[src/rtl/quad_spi_tx.sv]
// rtl/quad_spi_tx.sv - multi-lane SPI-style serializer with input FIFO
module quad_spi_tx #(
    parameter int DATA_W     = 8,
    parameter int LANES      = 4,
    parameter int DIV        = 2,
    parameter int FIFO_DEPTH = 4,
    parameter int MSB_FIRST  = 1
) (
    input  logic                              clk,
    input  logic                              rst,
    input  logic                              in_valid,
    output logic                              in_ready,
    input  logic [DATA_W-1:0]                 in,
    output logic [LANES-1:0]                  out,
    output logic                              clk_out,
    output logic                              en_out,
    output logic                              busy,
    output logic [$clog2(FIFO_DEPTH+1)-1:0]   fifo_level
);

    localparam int BEATS = DATA_W / LANES;
    localparam int AW    = $clog2(FIFO_DEPTH);
    localparam int LW    = $clog2(FIFO_DEPTH + 1);
    localparam int DCW   = (DIV > 1) ? $clog2(DIV) : 1;
    localparam int BW    = (BEATS > 1) ? $clog2(BEATS) : 1;

    typedef enum logic {
        IDLE  = 1'b0,
        SHIFT = 1'b1
    } state_t;

    logic [DATA_W-1:0] mem [FIFO_DEPTH];
    logic [AW-1:0]     wr_ptr;
    logic [AW-1:0]     rd_ptr;
    logic [LW-1:0]     count;
    logic [LW-1:0]     count_next;
    logic              full;
    logic              empty;
    logic              push;
    logic              pop;

    state_t            state;
    state_t            state_next;
    logic [DCW-1:0]    div_cnt;
    logic [DCW-1:0]    div_cnt_next;
    logic              phase;
    logic              phase_next;
    logic [BW-1:0]     beat_cnt;
    logic [BW-1:0]     beat_cnt_next;
    logic [DATA_W-1:0] shreg;
    logic [DATA_W-1:0] shreg_next;
    logic [LANES-1:0]  beat_data;
    logic              div_last;
    logic              beat_end;
    logic              word_end;

    assign full       = (count == LW'(FIFO_DEPTH));
    assign empty      = (count == '0);
    assign in_ready   = !full;
    assign push       = in_valid && !full;
    assign fifo_level = count;

    // The lane slice being presented always sits at the leading edge of the
    // shift register; the register is shifted once per completed beat.
    assign beat_data = (MSB_FIRST != 0) ? shreg[DATA_W-1 -: LANES] : shreg[LANES-1:0];

    assign div_last = (div_cnt == DCW'(DIV - 1));
    assign beat_end = div_last && phase;
    assign word_end = beat_end && (beat_cnt == BW'(BEATS - 1));

    // FIFO storage write; contents need no reset because pointers/count flush it
    always_ff @(posedge clk) begin
        if (push) begin
            mem[wr_ptr] <= in;
        end
    end

    // Occupancy after this cycle's push/pop, used for the count and busy
    always_comb begin
        count_next = count;
        case ({push, pop})
            2'b10:   count_next = count + LW'(1);
            2'b01:   count_next = count - LW'(1);
            default: count_next = count;
        endcase
    end

    // FIFO pointers and occupancy
    always_ff @(posedge clk or posedge rst) begin
        if (rst) begin
            wr_ptr <= '0;
            rd_ptr <= '0;
            count  <= '0;
        end else begin
            if (push) begin
                wr_ptr <= wr_ptr + AW'(1);
            end
            if (pop) begin
                rd_ptr <= rd_ptr + AW'(1);
            end
            count <= count_next;
        end
    end

    // FSM and beat-timing counters register
    always_ff @(posedge clk or posedge rst) begin
        if (rst) begin
            state    <= IDLE;
            div_cnt  <= '0;
            phase    <= 1'b0;
            beat_cnt <= '0;
            shreg    <= '0;
        end else begin
            state    <= state_next;
            div_cnt  <= div_cnt_next;
            phase    <= phase_next;
            beat_cnt <= beat_cnt_next;
            shreg    <= shreg_next;
        end
    end

    // Next-state: load a word from the FIFO, step div/phase/beat counters,
    // chain straight into the next word at the end of a frame if one waits
    always_comb begin
        state_next    = state;
        div_cnt_next  = div_cnt;
        phase_next    = phase;
        beat_cnt_next = beat_cnt;
        shreg_next    = shreg;
        pop           = 1'b0;
        case (state)
            IDLE: begin
                if (!empty) begin
                    pop           = 1'b1;
                    shreg_next    = mem[rd_ptr];
                    div_cnt_next  = '0;
                    phase_next    = 1'b0;
                    beat_cnt_next = '0;
                    state_next    = SHIFT;
                end
            end
            SHIFT: begin
                if (word_end) begin
                    div_cnt_next  = '0;
                    phase_next    = 1'b0;
                    beat_cnt_next = '0;
                    if (!empty) begin
                        pop        = 1'b1;
                        shreg_next = mem[rd_ptr];
                    end else begin
                        state_next = IDLE;
                    end
                end else if (beat_end) begin
                    div_cnt_next  = '0;
                    phase_next    = 1'b0;
                    beat_cnt_next = beat_cnt + BW'(1);
                    shreg_next    = (MSB_FIRST != 0) ? (shreg << LANES) : (shreg >> LANES);
                end else if (div_last) begin
                    div_cnt_next = '0;
                    phase_next   = 1'b1;
                end else begin
                    div_cnt_next = div_cnt + DCW'(1);
                end
            end
            default: state_next = IDLE;
        endcase
    end

    // Registered pin outputs: one cycle behind the FSM so a pop at edge N+1
    // shows its first beat after edge N+2; busy mirrors state/level after the edge
    always_ff @(posedge clk or posedge rst) begin
        if (rst) begin
            out     <= '0;
            clk_out <= 1'b0;
            en_out  <= 1'b0;
            busy    <= 1'b0;
        end else begin
            busy <= (state_next != IDLE) || (count_next != '0);
            if (state == SHIFT) begin
                en_out  <= 1'b1;
                clk_out <= phase;
                out     <= beat_data;
            end else begin
                en_out  <= 1'b0;
                clk_out <= 1'b0;
            end
        end
    end

endmodule

[config.mk]
export PLATFORM = sky130hd
export DESIGN_NAME = quad_spi_tx
export DESIGN_NICKNAME = d
export VERILOG_FILES = /design/src/rtl/quad_spi_tx.sv
export SDC_FILE = /design/constraint.sdc
export NUM_CORES = 1
export LEC_CHECK = 0
export CORE_MARGIN = 4
export CORE_UTILIZATION = 60
export CTS_CLUSTER_SIZE = 14
export DETAILED_ROUTE_END_ITERATION = 8
export PLACE_DENSITY = 0.82
export SETUP_SLACK_MARGIN = 0.3
export SLEW_MARGIN = 25
export SYNTH_ARGS = -nofsm -noshare
export SYNTH_HDL_FRONTEND = slang
export SYNTH_SLANG_ARGS = --single-unit
[constraint.sdc]
create_clock -name clk -period 7.3 [get_ports clk]
set_clock_uncertainty 0.15 [all_clocks]
set_input_delay 0.73 -clock clk [delete_from_list [all_inputs] [get_ports clk]]
set_output_delay 0.73 -clock clk [all_outputs]
set_load 0.01 [all_outputs]
==> results of run 1 <==
cell usage in the layout (no fill, tap or decap), drive strengths merged:
| cell | n |
|---|---|
| edfxtp | 32 |
| dfrtp | 26 |
| clkdlybuf4s50 | 21 |
| clkbuf | 11 |
| inv | 9 |
| nor3 | 9 |
| mux4 | 8 |
| o21a | 8 |
| a21boi | 6 |
| a21oi | 6 |
| nand2 | 5 |
| nor2 | 5 |
| ha | 5 |
| mux2 | 5 |
| clkinv | 5 |
| and4b | 4 |
| a221o | 4 |
| xor2 | 4 |
| and3 | 4 |
| xnor2 | 3 |
| o21ai | 2 |
| mux2i | 2 |
| and2 | 2 |
| nand3 | 1 |
| or3 | 1 |
| and3b | 1 |
| o31ai | 1 |
| a211oi | 1 |
| or3b | 1 |
| a2111o | 1 |
| fa | 1 |
per-stage QoR:
stage / utilization / setup WS, ps
2_1_floorplan: - / 4790
3_3_place_gp: 0.682 / 4530
3_5_place_dp: 0.682 / 4420
4_1_cts: 0.720 / 4400
5_1_grt: 0.720 / 4210
6_report: 0.720 / 4380
critical path, delay by kind of cell (launching register included):
kind	cells	cell delay [ps]
buf+inv	1	60
simple gates	1	260
fa+ha+maj	2	750
compound gates	2	840
mux	1	80
flops	1	640
path summary, 6_finish.rpt:
kind | from | endpoint | slack, ps | cells past startpoint
min reg2reg | out[2] | out[2] | 360 | 1
min | out[2] | out[2] | 360 | 1
max | phase | busy | 4380 | 7
min in group asynchronous | rst | en_out | 600 | 2
max in group asynchronous | rst | wr_ptr[0] | 6040 | 2
max reg2reg | phase | busy | 4380 | 7
kinds of logic (layout without fill, tap and decap cells):
kind of cell / after synthesis / in the layout / share of synthesized area
DFF: 58 / 58 / 0.640
and+or+nand+nor: 33 / 33 / 0.0835
AOI/OAI and AO/OA: 29 / 29 / 0.0855
buffers and inverters: 18 / 46 / 0.0303
muxes: 15 / 15 / 0.103
xor gates and xnor gates: 7 / 7 / 0.0244
adders and majority gates: 6 / 6 / 0.0328
registers in the layout (all words and copies together), names as in the netlist:
name	cells
phase	1
state	1
fifo_level	3
busy	1
mem	32
rd_ptr	2
en_out	1
div_cnt	1
beat_cnt	1
out	4
clk_out	1
shreg	8
wr_ptr	2
metal layers:
metal / track usage / vias up
li1: - / 669
met1: 0.251 / 709
met2: 0.269 / 47
met3: 0.0537 / 8
met4: 0.115 / 0
met5: 0 / -
layout make-up:
class                   count  area (um2)  share of cell area
clock buffers              11         131              0.0453
flip-flops and latches     58        1610               0.556
repair buffers             21         210              0.0725
multi-input cells          90         830               0.286
inverters                   9        33.8              0.0116
well taps                  50        62.6              0.0216
clock inverters             5        21.3             0.00733
power breakdown:
| part | switching, mW | internal [mW] |
|---|---|---|
| Clock | 0.115 | 0.118 |
| Combinational | 0.173 | 0.224 |
| Sequential | 0.112 | 0.453 |
Yosys cell counts, types with 2 or more instances:
| library cell | number |
|---|---|
| sky130_fd_sc_hd__ha_1 | 5 |
| sky130_fd_sc_hd__o21ai_0 | 2 |
| sky130_fd_sc_hd__nor2_1 | 5 |
| sky130_fd_sc_hd__inv_1 | 9 |
| sky130_fd_sc_hd__and3_2 | 4 |
| sky130_fd_sc_hd__and4b_1 | 4 |
| sky130_fd_sc_hd__dfrtp_1 | 26 |
| sky130_fd_sc_hd__nand2_1 | 5 |
| sky130_fd_sc_hd__o21a_1 | 8 |
| sky130_fd_sc_hd__a221o_1 | 4 |
| sky130_fd_sc_hd__edfxtp_1 | 32 |
| sky130_fd_sc_hd__clkbuf_1 | 4 |
| sky130_fd_sc_hd__mux4_2 | 8 |
| sky130_fd_sc_hd__nor3_1 | 8 |
| sky130_fd_sc_hd__mux2_2 | 4 |
| sky130_fd_sc_hd__a21oi_1 | 5 |
| sky130_fd_sc_hd__xor2_1 | 4 |
| sky130_fd_sc_hd__mux2i_1 | 2 |
| sky130_fd_sc_hd__xnor2_1 | 3 |
| sky130_fd_sc_hd__a21boi_0 | 6 |
| sky130_fd_sc_hd__buf_2 | 4 |
==> results.py, run 1 <==
metrics = {
    "logic_synthesis": {
        "post_synth_main_area_contributors": "sky130_fd_sc_hd__edfxtp_1, sky130_fd_sc_hd__dfrtp_1, sky130_fd_sc_hd__mux4_2",
        "synth_seq_cells": 58,
        "synth_top_cell_by_area": "sky130_fd_sc_hd__edfxtp_1",
        "ys.warnings.count": 0,
        "synth.top_cell.area_share": 0.382,
        "ys.flop_type": "sky130_fd_sc_hd__edfxtp_1",
        "postSynthCellCount": 166,
        "syn_area_per_cell_um2": 15.2,
        "netlist_area_um2": 2520,
        "postSynth.asyncResetShare": 0.448,
        "syn-num-nets": 183,
        "synth_seq_area_share": 0.640,
        "synthDistinctLibCells": 35,
        "count_of_flip_flops_with_a_built_in_enable_after_synthesis": 32,
    },
    "job": {
        "maxCapViolCount": 0,
    },
    "global_route": {
        "first_global_vias": 1418,
        "groute.usage.overall": 0.186,
        "maximum_number_of_pins_on_one_net_before_global_route_repair": 27,
        "globalRouteOverflowTotal": 0,
        "grt_first_pass_wirelength_um": 7100,
        "antenna_found_initial": 0,
    },
    "placed_design": {
        "count_of_input_and_output_buffers": 21,
        "routabilityCongestion": 0.838,
        "dpl.cell_count": 228,
        "dp_hpwl_um": 2900,
        "placedInstanceArea_um2": 2750,
    },
    "final_layout": {
        "final-instance-count-excl-fill": 244,
        "insertedDiodeCount": 0,
        "drive_gt1_frac": 0.170,
        "fillers": 264,
        "final_nets": 206,
        "area_delta_synth_final_pct": 15.2,
        "stdcell_area_um2": 2900,
    },
    "power_and_ir_drop": {
        "power_leakage_nw": 1.13,
        "total_power_mw": 1.20,
        "vdd.ir_drop.worst_v": 0.000209,
        "power.density_cell_area_nw_per_um2": 412,
    },
    "setup_path": {
        "type_of_the_worst_setup_path": "flop to flop",
        "crit_path_required_time_ps": 7360,
        "worstPathCellList": "nand3_1 > a21oi_1 > ha_1 > inv_1 > fa_1 > mux2i_1 > a2111o_1",
        "timing.critical_path.to_type": "flop",
        "cp.arrival_ps": 2980,
        "critical_path.max_stage_delay_ps": 640,
        "critPathLaunchType": "flop",
        "timing.critical_path.fanout_max": 19,
        "timing.critical_path.slowest_stage_cell": "sky130_fd_sc_hd__dfrtp_1",
    },
    "floorplanning": {
        "die-area_um2": 5300,
        "fp.dieH_um": 72.8,
        "core_um2": 4030,
        "effective_utilization_at_floorplan": 0.625,
        "row_count": 23,
        "top_level_ports": 22,
        "dieWidth_um": 72.8,
    },
    "clock_tree": {
        "cts.hold.buffers_added": 0,
        "clock_tree_root": "sky130_fd_sc_hd__clkbuf_8",
        "cts-buffers-inserted": 9,
        "cts.repair_timing.setup_buffer_count": 0,
        "cts_tree": "built",
        "postCtsResizedCells": 0,
        "h_tree_depth_reported_by_cts": 3,
        "cts_sinks": 58,
        "clkLatencyLatePin_ps": 330,
        "clk_pin_slew_worst_paths_ps": 60,
        "cts_max_path_buffers": 2,
    },
    "detailed_routing": {
        "detailroute.wirelength.met2_um": 2080,
        "drt-met1-wl_um": 1840,
        "routed.top_layer": "met4",
        "route.met3.wl_um": 201,
        "routed_wl_um": 4190,
        "drt_iter0_markers": 276,
        "drt-vias-per-instance": 5.87,
        "detailedRoute.firstPassIterationCount": 4,
        "post-route-drc-count": 0,
        "num_vias": 1433,
        "antenna_left": 0,
        "wl_per_cell_um": 17.2,
    },
    "timing": {
        "final_min_period_over_clock_period": 0.400,
        "report.final.hold_viol_count": 0,
        "worst_slew_margin_rel": 0.460,
        "final.hold.worst_slack_ps": 356,
        "report.final.slew_viol_count": 0,
        "grt_setup_unrepaired": "no",
        "setup_viol": 0,
        "fin_setup_tns_ps": 0,
        "clock.fmax_ghz": 0.343,
        "finalCriticalPeriod_ps": 2920,
        "max_slew.worst_pin.slew_ps": 810,
    },
    "worst_hold_path": {
        "hold_path_class": "flop to flop",
    },
    "run_status": {
        "run_status": "completed",
    },
}
Note: power is estimated with default switching activity, not from simulation.
==> inputs of run 2 (changes only) <==
Settings changed: CORE_UTILIZATION 60 to 56, PLACE_DENSITY 0.82 to 0.78.
Clock period 7.3 ns to 3 ns, I/O delays scaled along.
==> results.py, run 2 (synthesized netlist as in run 1, its figures left out) <==
metrics = {
    "global_route": {
        "top_usage_layer": "met2",
        "first_global_vias": 1454,
        "globalRouteMet3Util": 0.0761,
        "globalRouteOverflowTotal": 0,
        "groute.usage.overall": 0.177,
        "grt_first_pass_wirelength_um": 6980,
        "global_route.usage.met1": 0.209,
        "groute.layer.met2.usage": 0.284,
        "antenna_found_initial": 0,
        "maximum_number_of_pins_on_one_net_before_global_route_repair": 27,
    },
    "detailed_routing": {
        "detailedRoute.firstPassIterationCount": 4,
        "num_vias": 1395,
        "routed_wl_um": 4180,
        "wl_per_cell_um": 16.8,
        "drt_iter0_markers": 98,
        "post-route-drc-count": 0,
        "drt-vias-per-instance": 5.60,
        "antenna_left": 0,
    },
    "timing": {
        "report.final.hold_viol_count": 0,
        "clock.fmax_ghz": 0.391,
        "finalCriticalPeriod_ps": 2560,
        "max_slew.worst_pin.slew_ps": 565,
        "fin_setup_tns_ps": 0,
        "grt_setup_unrepaired": "no",
        "report.final.slew_viol_count": 0,
        "setup_viol": 0,
        "final_min_period_over_clock_period": 0.852,
        "worst_slew_margin_rel": 0.623,
    },
    "power_and_ir_drop": {
        "total_power_mw": 2.96,
        "power_switching_mw": 0.982,
        "vdd.ir_drop.worst_v": 0.000705,
        "combPwrFrac": 0.344,
        "clock_power_share": 0.204,
        "p_seq_frac": 0.452,
        "power.density_cell_area_nw_per_um2": 1010,
        "power_switching_share": 0.331,
        "power_leakage_nw": 1.15,
        "power.internal_mw": 1.98,
    },
    "clock_tree": {
        "cts-buffers-inserted": 9,
        "clock_tree_root": "sky130_fd_sc_hd__clkbuf_8",
        "h_tree_depth_reported_by_cts": 3,
        "cts_max_path_buffers": 2,
        "clk_pin_slew_worst_paths_ps": 60,
        "clkLatencyLatePin_ps": 330,
        "cts_tree": "built",
        "cts_sinks": 58,
        "cts.repair_timing.setup_buffer_count": 0,
    },
    "placed_design": {
        "dp_hpwl_um": 2900,
        "dpl.cell_count": 233,
        "routabilityCongestion": 0.762,
        "placedInstanceArea_um2": 2770,
        "count_of_input_and_output_buffers": 21,
    },
    "setup_path": {
        "r2r_cells": 8,
        "type_of_the_worst_setup_path": "flop to flop",
        "worstPathCellList": "or3b_4 > and2_4 > inv_1 > ha_1 > inv_1 > fa_1 > mux2i_1 > a2111o_1",
        "timing.critical_path.slowest_stage_cell": "sky130_fd_sc_hd__dfrtp_1",
        "setup.reg_to_reg.worst_slack_ps": 440,
        "worstReg2RegEnd": "busy",
        "critPathLaunchType": "flop",
        "crit_path_required_time_ps": 3060,
        "timing.critical_path.to_type": "flop",
        "critPathMostFrequentCell": "sky130_fd_sc_hd__inv_1",
        "cp.arrival_ps": 2610,
        "timing.rr.start": "fifo_level[2]",
        "timing.critical_path.fanout_max": 6,
        "critical_path.max_stage_delay_ps": 470,
    },
    "run_status": {
        "run_status": "completed",
    },
    "floorplanning": {
        "core_um2": 4350,
        "effective_utilization_at_floorplan": 0.578,
        "die-area_um2": 5630,
        "row_count": 24,
        "top_level_ports": 22,
        "fp.dieH_um": 75.0,
        "dieWidth_um": 75.0,
    },
    "final_layout": {
        "registers.top_by_ff_count": "mem",
        "final-instance-count-excl-fill": 249,
        "stdcell_area_um2": 2940,
        "largest_register_ffs": 32,
        "commonest_non_fill_non_tap_cells_in_the_layout": "sky130_fd_sc_hd__edfxtp_1, sky130_fd_sc_hd__dfrtp_1, sky130_fd_sc_hd__clkdlybuf4s50_1",
        "fillers": 301,
        "layout_commonest_cell": "sky130_fd_sc_hd__edfxtp_1",
        "final_nets": 209,
        "area_of_the_multi_input_gates_um2": 830,
        "area_delta_synth_final_pct": 16.7,
        "regArea_um2": 1610,
        "largest_registers_in_the_final_layout": "mem x32, shreg x8, out x4",
        "util_after_layout": 0.675,
        "drive_gt1_frac": 0.203,
        "insertedDiodeCount": 0,
    },
    "worst_hold_path": {
        "hold_path_class": "input pin to async pin",
    },
    "job": {
        "maxCapViolCount": 0,
    },
}
## run 2: cell count changes in the layout (fill, tap and decap cells not counted), sizes merged
| cell | previous run | this run |
|---|---|---|
| clkinv | 5 | 4 |
| buf | 0 | 3 |
| clkbuf | 11 | 12 |
## run 2: area by class of cell
class,instances,share of cell area
flip-flops and latches,58,0.549
multi-input cells,90,0.282
repair buffers,24,0.0792
clock buffers,12,0.0494
well taps,52,0.0221
inverters,9,0.0115
clock inverters,4,0.00681
## run 2: worst max-delay path: cells and delay by family, from the launching register on
kind / cells / cell delay [ps]
AOI/OAI and AO/OA: 1 / 350
adders and majority gates: 2 / 640
DFF: 1 / 470
and+or+nand+nor: 2 / 640
muxes: 1 / 80
buffers and inverters: 2 / 110
## run 2: power groups by stage
stage	registers, mW	logic, mW	clock network, mW
global route	1.38	1.12	0.661
detailed placement	1.36	1.03	0
floorplan	1.25	0.798	0
global placement	1.33	0.997	0
CTS	1.34	1.04	0.617
finish	1.34	1.02	0.604
## run 2: per-stage QoR
| stage | hold WS (ps) | setup WS [ps] |
|---|---|---|
| 3_5_place_dp | 349 | 457 |
| 3_3_place_gp | 342 | 514 |
| 2_1_floorplan | 190 | 490 |
| 5_1_grt | 237 | 318 |
| 6_report | 188 | 444 |
| 4_1_cts | 364 | 432 |
## run 2: what timing repair did
item / CTS / global route
setup endpoints to repair: 0 / 1
hold endpoints to repair: 0 / 0
hold buffers: 0 / 0
resized for setup: 0 / 1
## run 2: worst max path at each step
stage | startpoint | end | slack [ps]
after floorplan | fifo_level[0] | busy | 490
after global placement | fifo_level[0] | busy | 510
after detailed placement | fifo_level[0] | busy | 460
after CTS | div_cnt | busy | 430
after global routing | fifo_level[0] | busy | 320
final | fifo_level[2] | busy | 440
## run 2: layer usage
metal | wire length (um) | up-vias
met4 | 68 | 0
met1 | 1810 | 688
met2 | 2090 | 25
met3 | 216 | 9
li1 | - | 673
met5 | 0 | -
